`src/rtl/vscale_fetch_unit.sv`:
```
// Fetch front end: one outstanding imem request, registered PC_IF/inst_IF to decode; resp->inst_valid_IF is 1 cycle.
// Backpressure: stall_IF holds the output register and blocks new requests; redirect kills held or in-flight fetches.
module vscale_fetch_unit #(
    parameter logic [31:0] RESET_VECTOR = 32'h0000_0200,
    parameter logic [31:0] NOP_INST     = 32'h0000_0013
) (
    input  logic        clk,
    input  logic        reset,
    input  logic [31:0] PC_PIF,
    input  logic        redirect,
    input  logic        stall_IF,
    output logic        imem_req_valid,
    input  logic        imem_req_ready,
    output logic [31:0] imem_addr,
    input  logic        imem_resp_valid,
    input  logic [31:0] imem_resp_data,
    input  logic        imem_badmem_e,
    output logic [31:0] PC_IF,
    output logic [31:0] inst_IF,
    output logic        inst_valid_IF,
    output logic        fetch_fault_IF
);

    typedef enum logic [1:0] {S_BOOT, S_REQ, S_WAIT, S_HOLD} state_t;

    state_t      state, state_n;
    logic [31:0] fetch_pc, fetch_pc_n;
    logic [31:0] pend_pc, pend_pc_n;
    logic        drop, drop_n;
    logic [31:0] pc_if_n, inst_if_n;
    logic        valid_n, fault_n;
    logic [31:0] redirect_pc;

    assign redirect_pc    = PC_PIF & ~32'h3;
    assign imem_addr      = fetch_pc;
    assign imem_req_valid = (state == S_REQ);

    always_ff @(posedge clk or posedge reset) begin
        if (reset) begin
            state          <= S_BOOT;
            fetch_pc       <= RESET_VECTOR;
            pend_pc        <= RESET_VECTOR;
            drop           <= 1'b0;
            PC_IF          <= RESET_VECTOR;
            inst_IF        <= NOP_INST;
            inst_valid_IF  <= 1'b0;
            fetch_fault_IF <= 1'b0;
        end else begin
            state          <= state_n;
            fetch_pc       <= fetch_pc_n;
            pend_pc        <= pend_pc_n;
            drop           <= drop_n;
            PC_IF          <= pc_if_n;
            inst_IF        <= inst_if_n;
            inst_valid_IF  <= valid_n;
            fetch_fault_IF <= fault_n;
        end
    end

    always_comb begin
        state_n    = state;
        fetch_pc_n = fetch_pc;
        pend_pc_n  = pend_pc;
        drop_n     = drop;
        pc_if_n    = PC_IF;
        inst_if_n  = inst_IF;
        valid_n    = inst_valid_IF;
        fault_n    = fetch_fault_IF;
        case (state)
            S_BOOT: begin
                if (redirect) fetch_pc_n = redirect_pc;
                state_n = S_REQ;
            end
            S_REQ: begin
                if (imem_req_ready) begin
                    // The accepted request carries the old address; a same-cycle redirect marks its response dead.
                    pend_pc_n = fetch_pc;
                    state_n   = S_WAIT;
                    if (redirect) begin
                        drop_n     = 1'b1;
                        fetch_pc_n = redirect_pc;
                    end
                end else if (redirect) begin
                    fetch_pc_n = redirect_pc;
                end
            end
            S_WAIT: begin
                if (imem_resp_valid) begin
                    if (drop || redirect) begin
                        drop_n  = 1'b0;
                        state_n = S_REQ;
                        if (redirect) fetch_pc_n = redirect_pc;
                    end else begin
                        pc_if_n    = pend_pc;
                        inst_if_n  = imem_badmem_e ? NOP_INST : imem_resp_data;
                        fault_n    = imem_badmem_e;
                        valid_n    = 1'b1;
                        fetch_pc_n = pend_pc + 32'd4;
                        state_n    = S_HOLD;
                    end
                end else if (redirect) begin
                    drop_n     = 1'b1;
                    fetch_pc_n = redirect_pc;
                end
            end
            S_HOLD: begin
                if (redirect || !stall_IF) begin
                    valid_n = 1'b0;
                    fault_n = 1'b0;
                    state_n = S_REQ;
                    if (redirect) fetch_pc_n = redirect_pc;
                end
            end
            default: state_n = S_BOOT;
        endcase
    end

endmodule

```
`config.mk`:
```
export PLATFORM = sky130hd
export DESIGN_NAME = vscale_fetch_unit
export DESIGN_NICKNAME = d
export VERILOG_FILES = /design/src/rtl/vscale_fetch_unit.sv
export SDC_FILE = /design/constraint.sdc
export NUM_CORES = 1
export LEC_CHECK = 0
export ABC_AREA = 0
export ABC_CLOCK_PERIOD_IN_PS = 6700
export CORE_UTILIZATION = 52
export DETAILED_ROUTE_END_ITERATION = 8
export PLACE_DENSITY = 0.86
export SYNTH_ARGS = -nofsm -noshare
export SYNTH_HDL_FRONTEND = slang
export SYNTH_SLANG_ARGS = --single-unit
```
`constraint.sdc`:
```
create_clock -name clk -period 6.7 [get_ports clk]
set_input_delay 0.67 -clock clk [delete_from_list [all_inputs] [get_ports clk]]
set_output_delay 0.67 -clock clk [all_outputs]
set_load 0.03 [all_outputs]
```
-- Word-level counts from Yosys, hierarchy flattened
Index checks and enable logic that the tools add are counted.
- register bits after elaboration: 133
- bits of input ports: 71
- logic and storage cells: 53
- output and inout bits: 99
- equality and inequality tests: 8
- bitwise operators: 1
- reductions and logical operators: 12
- mux-type cells: 23
- add/subtract/negate cells: 1
- operators with widths (cell ; number):
    $mux 32 ; 5
    $pmux 32 s3 ; 1
    $add 32x3->32 const B ; 1
    $mux 1 ; 9
    $reduce_and 3->1 ; 3
    $mux 2 ; 4
    $pmux 2 s4 ; 1
    $ne 2x2->1 const B ; 3
    $pmux 1 s2 ; 3
    $eq 2x2->1 const B ; 2
    $reduce_and 4->1 ; 1
    $reduce_bool 2->1 ; 2
    $ne 3x3->1 const B ; 1
    $eq 2x1->1 const B ; 1
    $logic_not 2->1 ; 1
    $logic_or 1x1->1 ; 2
    $ne 2x1->1 const B ; 1
    $reduce_and 2->1 ; 1
    $reduce_or 2->1 ; 1
    $logic_not 1->1 ; 1
    $not 1->1 ; 1

-- Longest topological paths before layout
- word-level depth: 4
- depth in mapped cells: 10
- depth with buffers taken out: 7

-- Least setup slack after synthesis
Ideal clock, no wire load.
- kind: in2reg
- start: in redirect
- end: reg fetch_pc[5], in the netlist imem_addr[5]
- cell stages on the path: 7
- path slack: 4517 ps
- data arrival time: 2060 ps
- library setup time: 123 ps
- data required time: 6577 ps
- cell sequence: clkbuf_1 nand4bb_1 clkbuf_1 a21oi_1 clkbuf_1 o21ai_0 o221a_2
- word-level cells in the longest chain between the ends: 4
- RTL lines (element ; line ; text):
    start, declared ; 10 ; input logic redirect,
    $mux 32 or $logic_or 1x1->1 (tied branches) ; n/a ;
    $mux 32 ; 89 ; if (drop || redirect) begin
    $mux 32 ; 88 ; if (imem_resp_valid) begin
    $pmux 32 s3 ; 69 ; case (state)
    end signal, assigned ; 50 ; fetch_pc <= fetch_pc_n;
    end, declared ; 27 ; logic [31:0] fetch_pc, fetch_pc_n;
Several ways; a longest one is shown, not always the timed one. The select of a mux whose other input is x is not followed.
A chain may end at the register's enable or synchronous reset.

-- Final worst setup path
- start: in redirect
- end: reg inst_valid_IF
- word-level cells in the longest chain between the ends: 3
- RTL lines (element ; line ; text):
    $logic_or 1x1->1 (on tied branches) ; 107, 89 ;
    $ne 2x2->1 (no source line) ; n/a ;
    $reduce_and 4->1 (no source line) (*) ; n/a ;
    end signal, assigned ; 55 ; inst_valid_IF <= valid_n;
    end, declared ; 20 ; output logic inst_valid_IF,
Mark *: on every way between the ends. The rest lies on a longest branch, timed or not.

==> run summary <==
GPL Wtd Cong: 0.863
Placeable Area: 11100 sq um
max-slew violations: 0
worst path arrival time: 3.01 ns
starting density of the core: 0.544
H-tree depth: 4
Required @ worst endpoint: 7.04 ns
clock skew: 0.0190 ns
TritonRoute pass-1 iters: 5
Post-DRT Antenna Nets: 0
critical path startpoint category: input port
Clock Root Buffer: clkbuf_16
asr flop ratio synth: 1.00
leak pwr: 0.00359 uW
DR iter-0 viols: 396
syn_nets: 680
R2R Setup Slk: 4.13 ns
CTS tree: built
routed len/inst: 17.9 um
vias in the first global route: 5153
Die Span Y: 110 um
CTS max path bufs: 2
fraction of layout cells with a size suffix above 1: 0.108
CP Class: input port to register
clock latency on the worst-skew pair: 0.43 ns
CP Capture Type: register
RSZ-0062 raised after global routing: false
Min Hold Slack: 0.461 ns
Final Hold Viols: 0
maxcap violations: 0
Min-Delay Path Class: register to register
pin count of the biggest net entering global routing: 99
CP dominant cell by count: buf_4
Site Rows: 38
mapped cell area: 6030 sq um
port bufs: 167
cell count after synthesis: 604
Power, Total: 3370 uW
relative slew slack: 0.371
leading area contributor after synthesis: dfrtp_1
final setup vio count: 0
#FFs+latches synth: 133
setup TNS: 0 ns
Num CTS Buffers: 17
outcome: completed
Primary FF master, synth: dfrtp_1
placed insts: 880
Die X: 110 um
Setup Fix Bufs, Post-CTS: 0
total global-route track usage: 0.290
Slew @ Worst Pin: 0.943 ns
io pins: 170
CP peak stage delay: 0.73 ns
gr ovfl total: 0
Post-CTS Hold Buffers: 0
warnings from Yosys: 0
Resize count post-CTS: 0
Area Growth Syn to Fin: 38.2%
vias: 5138
wire length of the first global-routing pass: 25700 um
initial antenna violation count: 0
fillers: 727
Tcrit/Tclk final: 0.399
Area contributors post-synth: dfrtp_1, nand2_1, mux2_2, o21ai_0, nand2b_1
fmax: 374 MHz
slowest CP cell: buf_4
Clock Pin Slew Worst Setup and Hold Paths: 0.05 ns
diodes inserted: 0
cell chain of the critical path: clkdlybuf4s50_1 > buf_4 > nand4bb_4 > buf_4 > a21boi_0 > o22ai_1
area fraction of the dominant cell type after synthesis: 0.527
final instance count without filler cells: 912
DP HPWL: 10800 um
drc violations: 0
Post-synth EDFFs: 0
Tmin final: 2.67 ns
WL final: 16300 um
Seq/Total Area, Yosys: 0.553
final net count: 835
worst-path fanout max: 98
Max VDD drop: 270 uV
via-per-instance ratio: 5.63
Pwr Density: 405 nW/um^2
clock net sink count: 133
Avg Cell Area, Syn: 9.98 sq um
Distinct cells, synth: 45
Die ar.: 12000 sq um
==> cells in the mapped netlist, drive strengths merged, types with 2 or more instances <==
master and n:
ha 5, nand4 4, mux2i 2, mux2 32, a221oi 9, a31oi 3, buf 9, inv 18
nor4 4, clkbuf 28, a22oi 6, xor2 5, o221a 2, nand2b 31, o22ai 11, and3 3
dfrtp 127, and4 5, dfstp 6, or4 2, nor2 15, o21ai 47, nand2 153, nor3 19
nand3 14, a21oi 14, xnor2 21
==> worst paths after layout <==
| path | start | end | cells past startpoint |
|---|---|---|---|
| worst max-delay path | redirect | inst_valid_IF | 6 |
| worst min-delay path | inst_IF[4] | inst_IF[4] | 2 |
| worst max register to register | pend_pc[2] | imem_addr[22] | 6 |
| worst min register to register | inst_IF[4] | inst_IF[4] | 2 |
| max in group asynchronous | reset | inst_IF[5] | 3 |
| min in group asynchronous | reset | PC_IF[10] | 2 |
==> flip-flops by register name, indices dropped and copies added (netlist names) <==
name and count:
drop 1, inst_valid_IF 1, imem_addr 32, fetch_fault_IF 1
state 2, pend_pc 32, inst_IF 32, PC_IF 32
==> worst max-delay path: cells and delay by family <==
kind                   cells  cell delay (ns)
AO/OA/AOI/OAI              2             0.47
buffers and inverters      3             1.60
AND/OR/NAND/NOR            1             0.25
==> report_power, final <==
part	internal, uW	total, uW	leakage (uW)	switching [uW]
sequential	1060	1320	0.00165	262
clock	509	830	0.000258	321
combinational	549	1220	0.00169	675
==> stage by stage <==
step / utilization / area (sq um) / worst slack [ns]
after floorplan: - / 6030 / 2.49
after global placement: 0.704 / 7800 / 3.69
after detailed placement: 0.704 / 7800 / 3.63
after CTS: 0.752 / 8330 / 4.07
after global routing: 0.752 / 8330 / 3.93
final: 0.752 / 8330 / 4.03
==> placed cells by master, fill, tap and decap left out, drive strengths merged, types with 2 or more instances in the layout <==
| master | netlist | routed |
|---|---|---|
| nand3 | 14 | 14 |
| o21ai | 47 | 47 |
| a22oi | 6 | 6 |
| and4 | 5 | 5 |
| xor2 | 5 | 5 |
| xnor2 | 21 | 21 |
| mux2i | 2 | 2 |
| o22ai | 11 | 11 |
| dfrtp | 127 | 127 |
| and3 | 3 | 3 |
| nand2 | 153 | 153 |
| inv | 18 | 18 |
| o221a | 2 | 2 |
| dfstp | 6 | 6 |
| a221oi | 9 | 9 |
| nor4 | 4 | 4 |
| nand4 | 4 | 4 |
| a31oi | 3 | 3 |
| or4 | 2 | 2 |
| clkinv | 0 | 3 |
| mux2 | 32 | 32 |
| clkbuf | 28 | 28 |
| ha | 5 | 5 |
| clkdlybuf4s50 | 0 | 167 |
| a21oi | 14 | 14 |
| nor2 | 15 | 15 |
| buf | 9 | 6 |
| nor3 | 19 | 19 |
| nand2b | 31 | 31 |
==> layer usage <==
metal  global-route usage  vias to the layer above  wire [um]
met4                0.124                        0        320
met1                0.358                     2528       6850
met5                    0                        -          0
li1                     -                     2359          -
met3               0.0919                       30       1220
met2                0.471                      221       7940
==> kinds of logic (layout without fill, tap and decap cells) <==
family,after synthesis,after routing,synth area share
AOI/OAI and AO/OA,97,97,0.0996
xor gates and xnor gates,26,26,0.0378
adders and majority gates,5,5,0.0104
buffers and inverters,55,223,0.0367
DFF,133,133,0.553
muxes,34,34,0.0631
and+or+nand+nor,254,254,0.199
==> area by class of cell <==
type,count,area (sq um),area share
flip-flops and latches,133,3340,0.400
well taps,140,175,0.0210
clock inverters,4,22.5,0.00270
multi-input cells,416,2500,0.301
inverters,18,70.1,0.00841
clock buffers,28,507,0.0608
repair buffers,173,1720,0.206
Note: power is estimated with default switching activity, not from simulation.
